### config.mk
export PLATFORM = sky130hd
export DESIGN_NAME = hazard_scoreboard_flat
export DESIGN_NICKNAME = d
export VERILOG_FILES = /design/src/rtl/hazard_scoreboard_if.sv /design/src/rtl/hazard_scoreboard.sv /design/src/flat_wrapper.sv
export SDC_FILE = /design/constraint.sdc
export NUM_CORES = 1
export LEC_CHECK = 0
export CAP_MARGIN = 20
export CORE_MARGIN = 4
export CORE_UTILIZATION = 30
export CTS_CLUSTER_DIAMETER = 200
export DETAILED_ROUTE_END_ITERATION = 10
export GPL_ROUTABILITY_DRIVEN = 1
export MAX_ROUTING_LAYER = met4
export SYNTH_ARGS = -nofsm -noshare
export SYNTH_HDL_FRONTEND = slang
export SYNTH_SLANG_ARGS = --single-unit
### constraint.sdc
create_clock -name clk -period 16.6 [get_ports clk]
set_clock_uncertainty 0.05 [all_clocks]
set_input_delay 4.98 -clock clk [delete_from_list [all_inputs] [get_ports clk]]
set_output_delay 4.98 -clock clk [all_outputs]
set_load 0.005 [all_outputs]
### src/rtl/hazard_scoreboard_if.sv
// IF/ID bundle view into the issue hazard unit: slot
// descriptors in, issue decision and scoreboard status out.
interface hazard_scoreboard_if #(
    parameter int NREG    = 8,
    parameter int ISSUE_W = 2,
    parameter int NSRC    = 3
);
    localparam int AW = $clog2(NREG);
    localparam int IW = $clog2(ISSUE_W + 1);

    logic [ISSUE_W-1:0]         slot_vld;
    logic [ISSUE_W*NSRC*AW-1:0] src_addr;
    logic [ISSUE_W*NSRC-1:0]    src_vld;
    logic [ISSUE_W*AW-1:0]      dst_addr;
    logic [ISSUE_W-1:0]         dst_vld;
    logic [ISSUE_W-1:0]         is_load;
    logic [ISSUE_W-1:0]         is_branch;
    logic                       ex_hold;
    logic                       flush;
    logic [IW-1:0]              issue_cnt;
    logic                       pc_write;
    logic                       if_id_write;
    logic                       ctrl_bubble;
    logic [NREG-1:0]            busy;

    modport master (
        output slot_vld, src_addr, src_vld,
        output dst_addr, dst_vld, is_load, is_branch,
        output ex_hold, flush,
        input  issue_cnt, pc_write, if_id_write,
        input  ctrl_bubble, busy
    );

    modport slave (
        input  slot_vld, src_addr, src_vld,
        input  dst_addr, dst_vld, is_load, is_branch,
        input  ex_hold, flush,
        output issue_cnt, pc_write, if_id_write,
        output ctrl_bubble, busy
    );
endinterface

### src/rtl/hazard_scoreboard.sv
// Countdown-scoreboard issue hazard unit: decides how many
// leading IF/ID slots issue in order and tracks producers.
module hazard_scoreboard #(
    parameter int NREG     = 8,
    parameter int ISSUE_W  = 2,
    parameter int NSRC     = 3,
    parameter int ALU_LAT  = 1,
    parameter int LOAD_LAT = 2,
    parameter int BR_PEN   = 1,
    parameter int ZERO_REG = 0
) (
    input logic               clk,
    input logic               rst,
    hazard_scoreboard_if.slave hz
);
    localparam int AW   = $clog2(NREG);
    localparam int IW   = $clog2(ISSUE_W + 1);
    localparam int MAXL = (ALU_LAT > LOAD_LAT) ? ALU_LAT : LOAD_LAT;
    localparam int CW   = (MAXL < 1) ? 1 : $clog2(MAXL + 1);
    localparam logic [CW-1:0] L_ALU = CW'(ALU_LAT);
    localparam logic [CW-1:0] L_LD  = CW'(LOAD_LAT);

    logic [CW-1:0] r_cnt [NREG];
    logic [CW-1:0] w_nxt [NREG];
    logic [AW-1:0] w_src [ISSUE_W][NSRC];
    logic [AW-1:0] w_dst [ISSUE_W];
    logic [CW-1:0] w_lat [ISSUE_W];
    logic [ISSUE_W-1:0] w_blk;
    logic [IW-1:0] w_issue;
    logic [IW-1:0] w_lead;
    logic [NREG-1:0] w_busy;

    function automatic logic f_trk(input logic [AW-1:0] a);
        return (ZERO_REG == 0) || (a != '0);
    endfunction

    always_comb begin
        for (int i = 0; i < ISSUE_W; i++) begin
            w_dst[i] = hz.dst_addr[i*AW +: AW];
            w_lat[i] = hz.is_load[i] ? L_LD : L_ALU;
            for (int k = 0; k < NSRC; k++)
                w_src[i][k] = hz.src_addr[(i*NSRC+k)*AW +: AW];
        end
    end

    // Branches read operands in ID, so they wait BR_PEN cycles longer.
    always_comb begin
        w_blk = '0;
        for (int i = 0; i < ISSUE_W; i++) begin
            w_blk[i] = !hz.slot_vld[i];
            for (int k = 0; k < NSRC; k++) begin
                if (hz.src_vld[i*NSRC+k] && f_trk(w_src[i][k])) begin
                    if (hz.is_branch[i]) begin
                        if (r_cnt[w_src[i][k]] != '0)
                            w_blk[i] = 1'b1;
                    end else if (int'(r_cnt[w_src[i][k]]) > BR_PEN) begin
                        w_blk[i] = 1'b1;
                    end
                    for (int j = 0; j < i; j++)
                        if (hz.dst_vld[j] && w_dst[j] == w_src[i][k])
                            w_blk[i] = 1'b1;
                end
            end
        end
    end

    always_comb begin
        logic stop;
        logic lstop;
        w_issue = '0;
        w_lead  = '0;
        stop    = 1'b0;
        lstop   = 1'b0;
        for (int i = 0; i < ISSUE_W; i++) begin
            if (w_blk[i])
                stop = 1'b1;
            if (!stop)
                w_issue = w_issue + IW'(1);
            if (!hz.slot_vld[i])
                lstop = 1'b1;
            if (!lstop)
                w_lead = w_lead + IW'(1);
        end
        if (rst || hz.ex_hold || hz.flush)
            w_issue = '0;
    end

    // Largest of decremented count and every same-bundle load wins.
    always_comb begin
        for (int r = 0; r < NREG; r++) begin
            w_nxt[r] = (r_cnt[r] != '0) ? r_cnt[r] - CW'(1) : '0;
            for (int i = 0; i < ISSUE_W; i++) begin
                if ((IW'(i) < w_issue) && hz.dst_vld[i] &&
                    (w_dst[i] == AW'(r)) && f_trk(w_dst[i]) &&
                    (w_lat[i] > w_nxt[r]))
                    w_nxt[r] = w_lat[i];
            end
        end
    end

    always_ff @(posedge clk) begin
        if (rst) begin
            for (int r = 0; r < NREG; r++)
                r_cnt[r] <= '0;
        end else if (!hz.ex_hold) begin
            for (int r = 0; r < NREG; r++)
                r_cnt[r] <= w_nxt[r];
        end
    end

    always_comb begin
        for (int r = 0; r < NREG; r++)
            w_busy[r] = (r_cnt[r] != '0);
    end

    assign hz.issue_cnt   = w_issue;
    assign hz.pc_write    = !rst && (w_issue == w_lead);
    assign hz.if_id_write = !rst && (w_issue == w_lead);
    assign hz.ctrl_bubble = (w_issue == '0) && hz.slot_vld[0];
    assign hz.busy        = w_busy;
endmodule

### src/flat_wrapper.sv
// flat-port wrapper written by rule: the top's interface ports become plain ports
module hazard_scoreboard_flat 
#(
    parameter int NREG     = 8,
    parameter int ISSUE_W  = 2,
    parameter int NSRC     = 3,
    parameter int ALU_LAT  = 1,
    parameter int LOAD_LAT = 2,
    parameter int BR_PEN   = 1,
    parameter int ZERO_REG = 0
)
  (clk, rst, hz_slot_vld, hz_src_addr, hz_src_vld, hz_dst_addr, hz_dst_vld, hz_is_load, hz_is_branch, hz_ex_hold, hz_flush, hz_issue_cnt, hz_pc_write, hz_if_id_write, hz_ctrl_bubble, hz_busy);
  hazard_scoreboard_if #(.NREG(NREG), .ISSUE_W(ISSUE_W), .NSRC(NSRC)) hz_i ();
  input logic clk;
  input logic rst;
  input wire logic [$bits(hz_i.slot_vld)-1:0] hz_slot_vld;
  input wire logic [$bits(hz_i.src_addr)-1:0] hz_src_addr;
  input wire logic [$bits(hz_i.src_vld)-1:0] hz_src_vld;
  input wire logic [$bits(hz_i.dst_addr)-1:0] hz_dst_addr;
  input wire logic [$bits(hz_i.dst_vld)-1:0] hz_dst_vld;
  input wire logic [$bits(hz_i.is_load)-1:0] hz_is_load;
  input wire logic [$bits(hz_i.is_branch)-1:0] hz_is_branch;
  input wire logic [$bits(hz_i.ex_hold)-1:0] hz_ex_hold;
  input wire logic [$bits(hz_i.flush)-1:0] hz_flush;
  output wire logic [$bits(hz_i.issue_cnt)-1:0] hz_issue_cnt;
  output wire logic [$bits(hz_i.pc_write)-1:0] hz_pc_write;
  output wire logic [$bits(hz_i.if_id_write)-1:0] hz_if_id_write;
  output wire logic [$bits(hz_i.ctrl_bubble)-1:0] hz_ctrl_bubble;
  output wire logic [$bits(hz_i.busy)-1:0] hz_busy;
  assign hz_i.slot_vld = hz_slot_vld;
  assign hz_i.src_addr = hz_src_addr;
  assign hz_i.src_vld = hz_src_vld;
  assign hz_i.dst_addr = hz_dst_addr;
  assign hz_i.dst_vld = hz_dst_vld;
  assign hz_i.is_load = hz_is_load;
  assign hz_i.is_branch = hz_is_branch;
  assign hz_i.ex_hold = hz_ex_hold;
  assign hz_i.flush = hz_flush;
  assign hz_issue_cnt = hz_i.issue_cnt;
  assign hz_pc_write = hz_i.pc_write;
  assign hz_if_id_write = hz_i.if_id_write;
  assign hz_ctrl_bubble = hz_i.ctrl_bubble;
  assign hz_busy = hz_i.busy;
  hazard_scoreboard #(.NREG(NREG), .ISSUE_W(ISSUE_W), .NSRC(NSRC), .ALU_LAT(ALU_LAT), .LOAD_LAT(LOAD_LAT), .BR_PEN(BR_PEN), .ZERO_REG(ZERO_REG)) u_core (.clk(clk), .rst(rst), .hz(hz_i));
endmodule
After elaboration in Yosys (flattened, before gate mapping). Memory sizes are Yosys's and may differ from the RTL's. Cells that the tools add are included. W data, S select, Z words.

Memory bits (writable): 16. Flip-flop bits (word level): 0. Memories: 1. Output and inout bits: 13. Logic and storage cells: 197.

Bitwise operators: 8. Reduce and logical (&&, ||, !) cells: 61. Eq/ne operators: 18. Add/sub/neg operators: 10. $lt $le $gt $ge: 24. Multiplexer cells: 75.

Memories: u_core.r_cnt (words 8, bits a word 2, read ports 14, clocked after Yosys merged registers in 0, wr ports 8, line hazard_scoreboard.sv:23) `logic [CW-1:0] r_cnt [NREG];`.

Operators with widths (number): $mux W2 (37); $logic_and A1 B1 Y1 (39); $mux W1 (38); $gt A2 B2 Y1 (16); $reduce_bool A2 Y1 (14); $eq A3 B3 Y1 const B (8); $sub A2 B1 Y2 const B (8); $eq A3 B2 Y1 const B (4); $gt A2 B1 Y1 const B (6); $eq A3 B3 Y1 (3); $or A1 B1 Y1 (8); $eq A3 B1 Y1 const B (2); $logic_not A3 Y1 (2); $add A1 B1 Y2 const B (2); $lt A1 B2 Y1 const A (2); $logic_not A1 Y1 (3); $eq A2 B2 Y1 (1); $logic_not A2 Y1 (1); $logic_or A1 B1 Y1 (2).

Depth between registers and ports, before layout. Gate-level depths: netlist of the first run. An unclocked memory read counts as a cell.

Depth after elaboration: 26. Depth in mapped cells: 15.

Least setup slack after synthesis of the first run. Ideal clock, no wire load.

Path kind: input to output. Start point: in hz_src_addr[0]. End point: out hz_pc_write. Stages: 10. Setup slack: 4108 ps. Data required time: 11570 ps. Data arrival time: 7462 ps. Buffers on the path: 3. Path through: clkbuf_1 mux2_2 o311ai_0 nor3b_1 nor4_1 nand2_1 clkbuf_1 and2_1 a211oi_1 buf_4.

Longest elaborated chain between the ends: 18. Elaborated cells between the ends (all ways): 23. Those cells by class: 1 x add/sub; 1 x order compare; 1 x eq/ne; 17 x mux; 2 x reduce/logical; 1 x memory.

Ends and longest elaborated chain: start, declared (line flat_wrapper.sv:17) `input wire logic [$bits(hz_i.src_addr)-1:0] hz_src_addr;`; $mem_v2 Z8 W2 *; $gt A2 B1 Y1 or $reduce_bool A2 Y1 (tied branches) (line hazard_scoreboard.sv:56, hazard_scoreboard.sv:54); $mux W1 (on tied branches) (line hazard_scoreboard.sv:56, hazard_scoreboard.sv:54); $mux W1 * (line hazard_scoreboard.sv:53) `if (hz.is_branch[i]) begin`; $mux W1 * (line hazard_scoreboard.sv:52) `if (hz.src_vld[i*NSRC+k] && f_trk(w_src[i][k])) begin`; $mux W1 (on tied branches) (line hazard_scoreboard.sv:56, hazard_scoreboard.sv:54); $mux W1 (line hazard_scoreboard.sv:53); $mux W1 * (line hazard_scoreboard.sv:52); (+2 left out); $mux W1 * (line hazard_scoreboard.sv:52); $mux W1 * (line hazard_scoreboard.sv:75) `if (w_blk[i])`; $mux W1 (line hazard_scoreboard.sv:77) `if (!stop)`; $add A1 B1 Y2 (line hazard_scoreboard.sv:78) `w_issue = w_issue + IW'(1);`; $mux W2 * (line hazard_scoreboard.sv:77); $mux W2 * (line hazard_scoreboard.sv:84) `if (rst || hz.ex_hold || hz.flush)`; $eq A2 B2 Y1 *; $logic_and A1 B1 Y1 *; end, declared (line flat_wrapper.sv:26) `output wire logic [$bits(hz_i.pc_write)-1:0] hz_pc_write;`.

Mark *: on every way between the ends. The rest lies on a longest branch, timed or not.

Worst setup path in the final report of the first run.
Start point: in hz_src_addr[0]. End point: out hz_pc_write.

Longest elaborated chain between the ends: 18. Elaborated cells between the ends (all ways): 23. Those cells by class: 1 x add/sub; 1 x order compare; 1 x eq/ne; 17 x mux; 2 x reduce/logical; 1 x memory.

Ends and longest elaborated chain: $mem_v2 Z8 W2 *; $gt A2 B1 Y1 or $reduce_bool A2 Y1 (tied branches) (line hazard_scoreboard.sv:56, hazard_scoreboard.sv:54); $mux W1 (on tied branches) (line hazard_scoreboard.sv:56, hazard_scoreboard.sv:54); $mux W1 * (line hazard_scoreboard.sv:53); $mux W1 * (line hazard_scoreboard.sv:52); $mux W1 (on tied branches) (line hazard_scoreboard.sv:56, hazard_scoreboard.sv:54); $mux W1 (line hazard_scoreboard.sv:53); $mux W1 * (line hazard_scoreboard.sv:52); (+2 left out); $mux W1 * (line hazard_scoreboard.sv:52); $mux W1 * (line hazard_scoreboard.sv:75); $mux W1 (line hazard_scoreboard.sv:77); $add A1 B1 Y2 (line hazard_scoreboard.sv:78); $mux W2 * (line hazard_scoreboard.sv:77); $mux W2 * (line hazard_scoreboard.sv:84); $eq A2 B2 Y1 * (line hazard_scoreboard.sv:117) `assign hz.pc_write = !rst && (w_issue == w_lead);`; $logic_and A1 B1 Y1 * (line hazard_scoreboard.sv:117).

Marks and branches as above.

==> key figures, run 1 <==
Outcome
  • Outcome: finished, final reports clean

Clock network
  • Num CTS Buffers: 3
  • # Post-CTS Setup Buffers: 0
  • Post-CTS Hold Buffers: 0
  • H-tree Lvls: 1
  • Max Buffers Root-to-Sink: 2
  • TritonCTS clock tree: yes
  • Clock root buffer: clkbuf_8
  • Resized Gates After CTS: 0
  • Reg clk slew, reported paths: around 0.06 ns
  • Clock sink count: 16
  • Clock latency on the worst-skew pair: 0.25 ns

Routing
  • 1st-iter DRT viols: roughly 120
  • Wire per inst: around 18 um
  • Drt pass-1 iters: 4
  • Via/cell ratio: 5.77
  • Drt drc: 0
  • Post-route ant nets: 0
  • DR vias: around 2900
  • Total Wirelength: between 9000 and 10000 um

Yosys
  • Post-synth ARST share: 0
  • Post-synthesis sequential area ratio: 0.159
  • Post-synth EDFFs: 16
  • Yosys warnings: 0
  • Yosys cell types: around 50
  • Cells after Synth: around 340
  • Syn_area_per_cell: between 9 and 10 um2
  • Cell area after synthesis: approximately 3000 um2
  • Synth Flop Type: edfxtp_1
  • #FFs+latches synth: 16
  • Total nets after synthesis: 410

Worst setup path
  • Arr. time, crit path: between 8 and 9 ns
  • CP Data Required Time: between 10 and 15 ns
  • Slowest CP cell: clkdlybuf4s50_1
  • CP bufs+invs: 2
  • Crit end category: output pin
  • Reg2Reg Setup Slack: around 12 ns
  • Worst path max stage delay: ~0.67 ns
  • Crit path max-delay family: simple AND/OR/NAND/NOR gates
  • Instance count on the critical path: 9
  • Critical R2R Capture: u_core.r_cnt[1][0]
  • Worst setup SP type: input pin
  • Worst r2r path cells: 11
  • Crit path top cell by count: clkdlybuf4s50_1
  • Critical path class: in -> out
  • Cell Chain, Critical Path: clkdlybuf4s50_1 > mux2_2 > o311ai_0 > nor3b_1 > nor4_1 > nand2_1 > and2_1 > a211oi_1 > clkdlybuf4s50_1
  • Launching point of the worst reg2reg path: u_core.r_cnt[7][1]
  • CP Max Fanout: 20

Final layout
  • Multi-input gate area: about 2400 um2
  • Regs by FF count: u_core.r_cnt: 16 flops
  • Diode count: 0
  • Non-filler cells, final: roughly 500
  • FF/Latch Area: about 480 um2
  • Number of flip-flops under the largest register name: 16
  • Most flop-heavy register: u_core.r_cnt
  • Final nets: roughly 450
  • Layout cells sized above 1: 0.0904
  • Fill count: between 1000 and 1500
  • Area delta synth->final: 22.4%

Pwr
  • Clock power share: 0.188
  • Peak VDD IR: 0.0191 mV
  • Power per standard cell area: slightly above 40 nW/um2
  • Internal: 97.1 uW
  • Sw Ratio: 0.351
  • Lkg Pwr: 1.41 nW
  • Sequential share of power: 0.356
  • P_sw: between 50 and 60 uW
  • Power share of the combinational group: 0.456

Hold path
  • Hold Path Origin: u_core.r_cnt[4][0]
  • HP Class: reg -> reg
  • WHS Path Cells: 3
  • Worst hold path endpoint: u_core.r_cnt[4][1]

Timing
  • RSZ-0062 raised after global routing: no
  • Slew HR: 0.453
  • Final min period: ~14 ns
  • Max frequency: approximately 70 MHz
  • Post-route setup slack: approximately 2.6 ns
  • Endpoints failing setup: 0
  • Final period util: 0.841
  • Final hold violation count: 0
  • Final max-slew violation count: 0
  • Least-Margin Pin Slew: 0.817 ns
  • Setup TNS: 0 ns

Placement
  • Buffers added on ports: 54
  • DP HPWL: between 7000 and 8000 um
  • Setup WS pre-CTS: about 2.7 ns
  • RD Place Congestion: 0.858
  • Placed Instances: roughly 510

Die
  • Die Area: roughly 12000 um2
  • Die W: between 100 and 150 um
  • Die H: ~110 um
  • Core area: between 9000 and 10000 um2
  • Initial Util: 0.309
  • Row count: 36
  • # IOs: 55

Global routing
  • Total global routing overflow: 0
  • First-pass GRT wire length: about 15000 um
  • Total track usage: 0.164
  • Largest net degree at the start of global routing: 21
  • Initial antenna violation count: 0
  • Vias in the first global route: 2899

Flow run
  • Max-cap violation count: 0
## cell families (layout without fill, tap and decap cells)
kind of cell / Yosys count / in the layout / share of synthesized area
simple gates: 96 / 96 / 0.204
compound gates: 84 / 84 / 0.190
mux: 51 / 51 / 0.230
buf+inv: 49 / 89 / 0.0628
fa+ha+maj: 32 / 32 / 0.132
flops: 16 / 16 / 0.159
xor+xnor: 8 / 8 / 0.0231
## cell usage after synthesis (3+ instances only)
library cell,instances,area [um2]
o41ai_1,15,131
mux4_2,11,248
nand2b_1,5,31.3
nand3_1,6,30.0
o21ai_0,8,40.0
nor2_1,6,22.5
a21oi_1,25,125
or2_1,8,50.1
nor2b_1,19,119
a2111oi_0,3,26.3
nand2_1,12,45.0
clkbuf_1,14,52.6
mux2_2,10,113
o211ai_1,8,60.1
ha_1,32,400
nand4_1,15,93.8
a211oi_1,15,113
nand3b_1,3,22.5
inv_1,32,120
xnor2_1,8,70.1
edfxtp_1,16,480
mux2i_1,26,260
nor4_2,4,50.1
## layer usage
layer,GRT usage,part of all wire
met1,0.222,0.46
met2,0.268,0.46
met3,0.00776,0.066
met4,0.0433,0.012
met5,-,0
## how the worst max path moves through the flow
stage | start | to
2_1_floorplan | hz_src_addr[0] | hz_pc_write
3_3_place_gp | hz_src_addr[0] | hz_pc_write
3_5_place_dp | hz_src_addr[0] | hz_pc_write
4_1_cts | hz_src_addr[0] | hz_pc_write
5_1_grt | hz_src_addr[0] | hz_pc_write
6_report | hz_src_addr[0] | hz_pc_write
## placed cells by master, fill, tap and decap left out, types with 10 or more instances in the layout
cell             count
a21oi_1             25
a211oi_1            15
o41ai_1             15
inv_1               32
mux2i_1             26
mux4_2              11
edfxtp_1            16
ha_1                32
clkdlybuf4s50_1     54
mux2_2              10
nand4_1             15
nor2b_1             19
nand2_1             12
## through the flow
stage / power, mW / cell area (um2) / hold slack (ns) / util
5_1_grt: 0.159 / 3710 / 1.09 / 0.378
3_3_place_gp: 0.120 / 3670 / 1.02 / 0.373
2_1_floorplan: 0.0925 / 3030 / 0.813 / -
3_5_place_dp: 0.122 / 3670 / 1.02 / 0.373
4_1_cts: 0.150 / 3710 / 1.05 / 0.378
6_report: 0.150 / 3710 / 1.04 / 0.378
## layout make-up
cell class,count,share of cell area
Clock buffer,3,0.0111
Timing Repair Buffer,54,0.146
Sequential cell,16,0.130
Multi-Input combinational cell,271,0.636
Tap cell,133,0.0449
Inverter,32,0.0324
## worst reg2reg max path, cell delays in order (launching register included)
cell	delay, ns
edfxtp_1	0.56
or2_1	0.30
mux4_2	0.46
nor3b_1	0.16
or4_4	0.57
nor4_2	0.39
mux2_2	0.42
ha_1	0.29
a211oi_1	0.22
o21ai_0	0.19
o41ai_1	0.43
a21oi_1	0.10
## power groups by stage
| stage | Sequential (mW) | Clock, mW | Combinational, mW |
|---|---|---|---|
| finish | 0.0533 | 0.0281 | 0.0682 |
| detailed placement | 0.0540 | 0 | 0.0680 |
| floorplan | 0.0504 | 0 | 0.0421 |
| CTS | 0.0532 | 0.0287 | 0.0683 |
| global route | 0.0537 | 0.0303 | 0.0753 |
| global placement | 0.0540 | 0 | 0.0660 |
Note: power is estimated with default switching activity, not from simulation.
==> run 2: changes to the inputs <==
==> constraint.sdc (replaced) <==
create_clock -name clk -period 12.2 [get_ports clk]
set_clock_uncertainty 0.05 [all_clocks]
set_input_delay 3.66 -clock clk [delete_from_list [all_inputs] [get_ports clk]]
set_output_delay 3.66 -clock clk [all_outputs]
set_load 0.005 [all_outputs]
==> run 2 against run 1 <==
Largest cell class unchanged. Sequential share of layout area is essentially flat. Critical endpoint is now hz_if_id_write. Critical path depth grew 1. Via count shrank 0.82%. Routed wire length is essentially flat. Hold slack gained 0.0026 ns. Largest power group unchanged. Die area is the same. Flip-flop and latch count is the same.
==> key figures, run 2 (synthesis gave the netlist of run 1 again) <==
Routing
  • Total Wirelength: 9290 um (about the same)
  • Post-route ant nets: 0 (unchanged)
  • Drt pass-1 iters: 4 (unchanged)
  • Wire per inst: 18.2 um (about the same)
  • Via/cell ratio: 5.71 (was 5.77)
  • DR vias: 2911 (was 2935)
  • 1st-iter DRT viols: 145 (was 118)
  • Drt drc: 0 (unchanged)

Global routing
  • Total global routing overflow: 0 (unchanged)
  • Initial antenna violation count: 0 (unchanged)
  • Vias in the first global route: 2858 (was 2899)
  • Largest net degree at the start of global routing: 21 (unchanged)
  • Total track usage: 0.165 (was 0.164)
  • First-pass GRT wire length: 14900 um (was 15000 um)

Clock network
  • TritonCTS clock tree: yes (unchanged)
  • # Post-CTS Setup Buffers: 0 (unchanged)
  • Max Buffers Root-to-Sink: 2 (unchanged)
  • Post-CTS Hold Buffers: 0 (unchanged)
  • Clock latency on the worst-skew pair: 0.25 ns (about the same)
  • Clock root buffer: clkbuf_8 (unchanged)
  • Resized Gates After CTS: 0 (unchanged)
  • H-tree Lvls: 1 (unchanged)
  • Clock sink count: 16 (unchanged)
  • Num CTS Buffers: 3 (unchanged)
  • Reg clk slew, reported paths: 0.05 ns (was 0.06 ns)

Worst setup path
  • Arr. time, crit path: 7.16 ns (was 8.93 ns)
  • Cell Chain, Critical Path: clkdlybuf4s50_1 > mux2_2 > o311ai_0 > nor3b_1 > nor4_1 > nand2_1 > buf_4 > and2_1 > a211oi_1 > clkdlybuf4s50_1 (was clkdlybuf4s50_1 > mux2_2 > o311ai_0 > nor3b_1 > nor4_1 > nand2_1 > and2_1 > a211oi_1 > clkdlybuf4s50_1)
  • Critical path class: in -> out (unchanged)
  • Crit end category: output pin (unchanged)
  • Worst path max stage delay: 0.67 ns (about the same)
  • Crit path max-delay family: buffers and inverters (was simple AND/OR/NAND/NOR gates)
  • CP bufs+invs: 3 (was 2)
  • CP Max Fanout: 20 (unchanged)
  • CP Data Required Time: 8.49 ns (was 11.57 ns)
  • Slowest CP cell: clkdlybuf4s50_1 (unchanged)
  • Worst setup SP type: input pin (unchanged)
  • Crit path top cell by count: clkdlybuf4s50_1 (unchanged)

Timing
  • Least-Margin Pin Slew: 0.806 ns (was 0.817 ns)
  • Max frequency: 92.0 MHz
  • Final min period: 10.87 ns
  • Endpoints failing setup: 0 (unchanged)
  • Slew HR: 0.461 (was 0.453)
  • Final hold violation count: 0 (unchanged)
  • RSZ-0062 raised after global routing: no (unchanged)
  • Setup TNS: 0 ns (unchanged)
  • Final max-slew violation count: 0 (unchanged)
  • Final period util: 0.891
  • Post-route setup slack: 1.33 ns (was 2.64 ns)

Final layout
  • Area delta synth->final: 22.6% (was 22.4%)
  • Regs by FF count: u_core.r_cnt: 16 flops (unchanged)
  • Layout cells sized above 1: 0.0928 (was 0.0904)
  • Number of flip-flops under the largest register name: 16 (unchanged)
  • Most flop-heavy register: u_core.r_cnt (unchanged)
  • Most common library cell in the layout ignoring fill and taps: clkdlybuf4s50_1 (unchanged)
  • Post-layout util: 0.378 (about the same)
  • Final nets: 453 (was 452)
  • Non-filler cells, final: 510 (was 509)
  • Most frequent cells in the layout: clkdlybuf4s50_1, inv_1, ha_1 (unchanged)
  • Diode count: 0 (unchanged)

Pwr
  • Lkg Pwr: 1.41 nW (about the same)
  • Power per standard cell area: 54.8 nW/um2 (was 40.3 nW/um2)
  • Pwr Total: 204 uW (was 150 uW)
  • Peak VDD IR: 0.0320 mV (was 0.0191 mV)

Die
  • Initial Util: 0.309 (unchanged)
  • Row count: 36 (unchanged)
  • Core area: 9820 um2 (unchanged)
  • Die H: 109 um (unchanged)
  • # IOs: 55 (unchanged)
  • Die W: 109 um (unchanged)
  • Die Area: 11800 um2 (unchanged)

Placement
  • RD Place Congestion: 0.855 (was 0.858)
  • Buffers added on ports: 54 (unchanged)
  • DP HPWL: 7260 um (was 7270 um)
  • Placed Instances: 507 (was 506)
  • Setup WS pre-CTS: 1.34 ns (was 2.74 ns)

Flow run
  • Max-cap violation count: 0 (unchanged)

Outcome
  • Outcome: finished, final reports clean (unchanged)

Hold path
  • HP Class: reg -> reg (unchanged)
==> run 2: changes by cell type in the layout (fill, tap and decap cells not counted), sizes merged <==
cell,previous run,this run
buf,0,1
==> run 2: per-layer routing <==
| metal | vias to the layer above | GRT usage | share of wire |
|---|---|---|---|
| met5 | - | - | 0 |
| met2 | 98 | 0.267 | 0.46 |
| met4 | 0 | 0.0424 | 0.0097 |
| li1 | 1411 | - | - |
| met1 | 1396 | 0.224 | 0.47 |
| met3 | 6 | 0.0107 | 0.058 |
==> run 2: worst register-to-register path: stages, from the launching register on <==
cell	delay, ns
edfxtp_1	0.56
or2_1	0.31
mux4_2	0.44
nor3b_1	0.17
or4_4	0.57
nor4_2	0.40
mux2_2	0.41
ha_1	0.29
a211oi_1	0.22
o21ai_0	0.19
o41ai_1	0.46
a21oi_1	0.07
==> run 2: through the flow <==
step | instance area [um2] | hold WS [ns]
finish | 3720 | 1.04
global route | 3720 | 1.09
CTS | 3720 | 1.04
detailed placement | 3670 | 1.03
global placement | 3670 | 1.03
floorplan | 3030 | 0.813
==> run 2: report_power, final <==
group	internal [mW]	switching, mW
logic	0.0466	0.0461
registers	0.0638	0.00875
clock network	0.0219	0.0166
==> run 2: worst paths after layout <==
kind,cells after the start,endpoint,slack (ns),startpoint
setup / recovery,10,hz_if_id_write,1.33,hz_src_addr[0]
hold / removal,3,u_core.r_cnt[3][1],1.04,u_core.r_cnt[3][0]
hold reg to reg,3,u_core.r_cnt[3][1],1.04,u_core.r_cnt[3][0]
setup reg to reg,11,u_core.r_cnt[1][0],7.80,u_core.r_cnt[6][0]
==> run 2: area by class of cell <==
type | instances | area [um2]
Sequential cell | 16 | 480
Fill cell | 1048 | 6100
Multi-Input combinational cell | 271 | 2360
Inverter | 32 | 120
Clock buffer | 3 | 41.3
Tap cell | 133 | 166
Timing Repair Buffer | 55 | 548
==> run 3: changes to the inputs <==
--- a/config.mk
+++ b/config.mk
@@ -12,6 +12,7 @@
 export DETAILED_ROUTE_END_ITERATION = 10
 export GPL_ROUTABILITY_DRIVEN = 1
 export MAX_ROUTING_LAYER = met4
+export SLEW_MARGIN = 10
 export SYNTH_ARGS = -nofsm -noshare
 export SYNTH_HDL_FRONTEND = slang
 export SYNTH_SLANG_ARGS = --single-unit
==> results of run 3 <==
Final layout, timing and power as in run 2 (identical DEF).
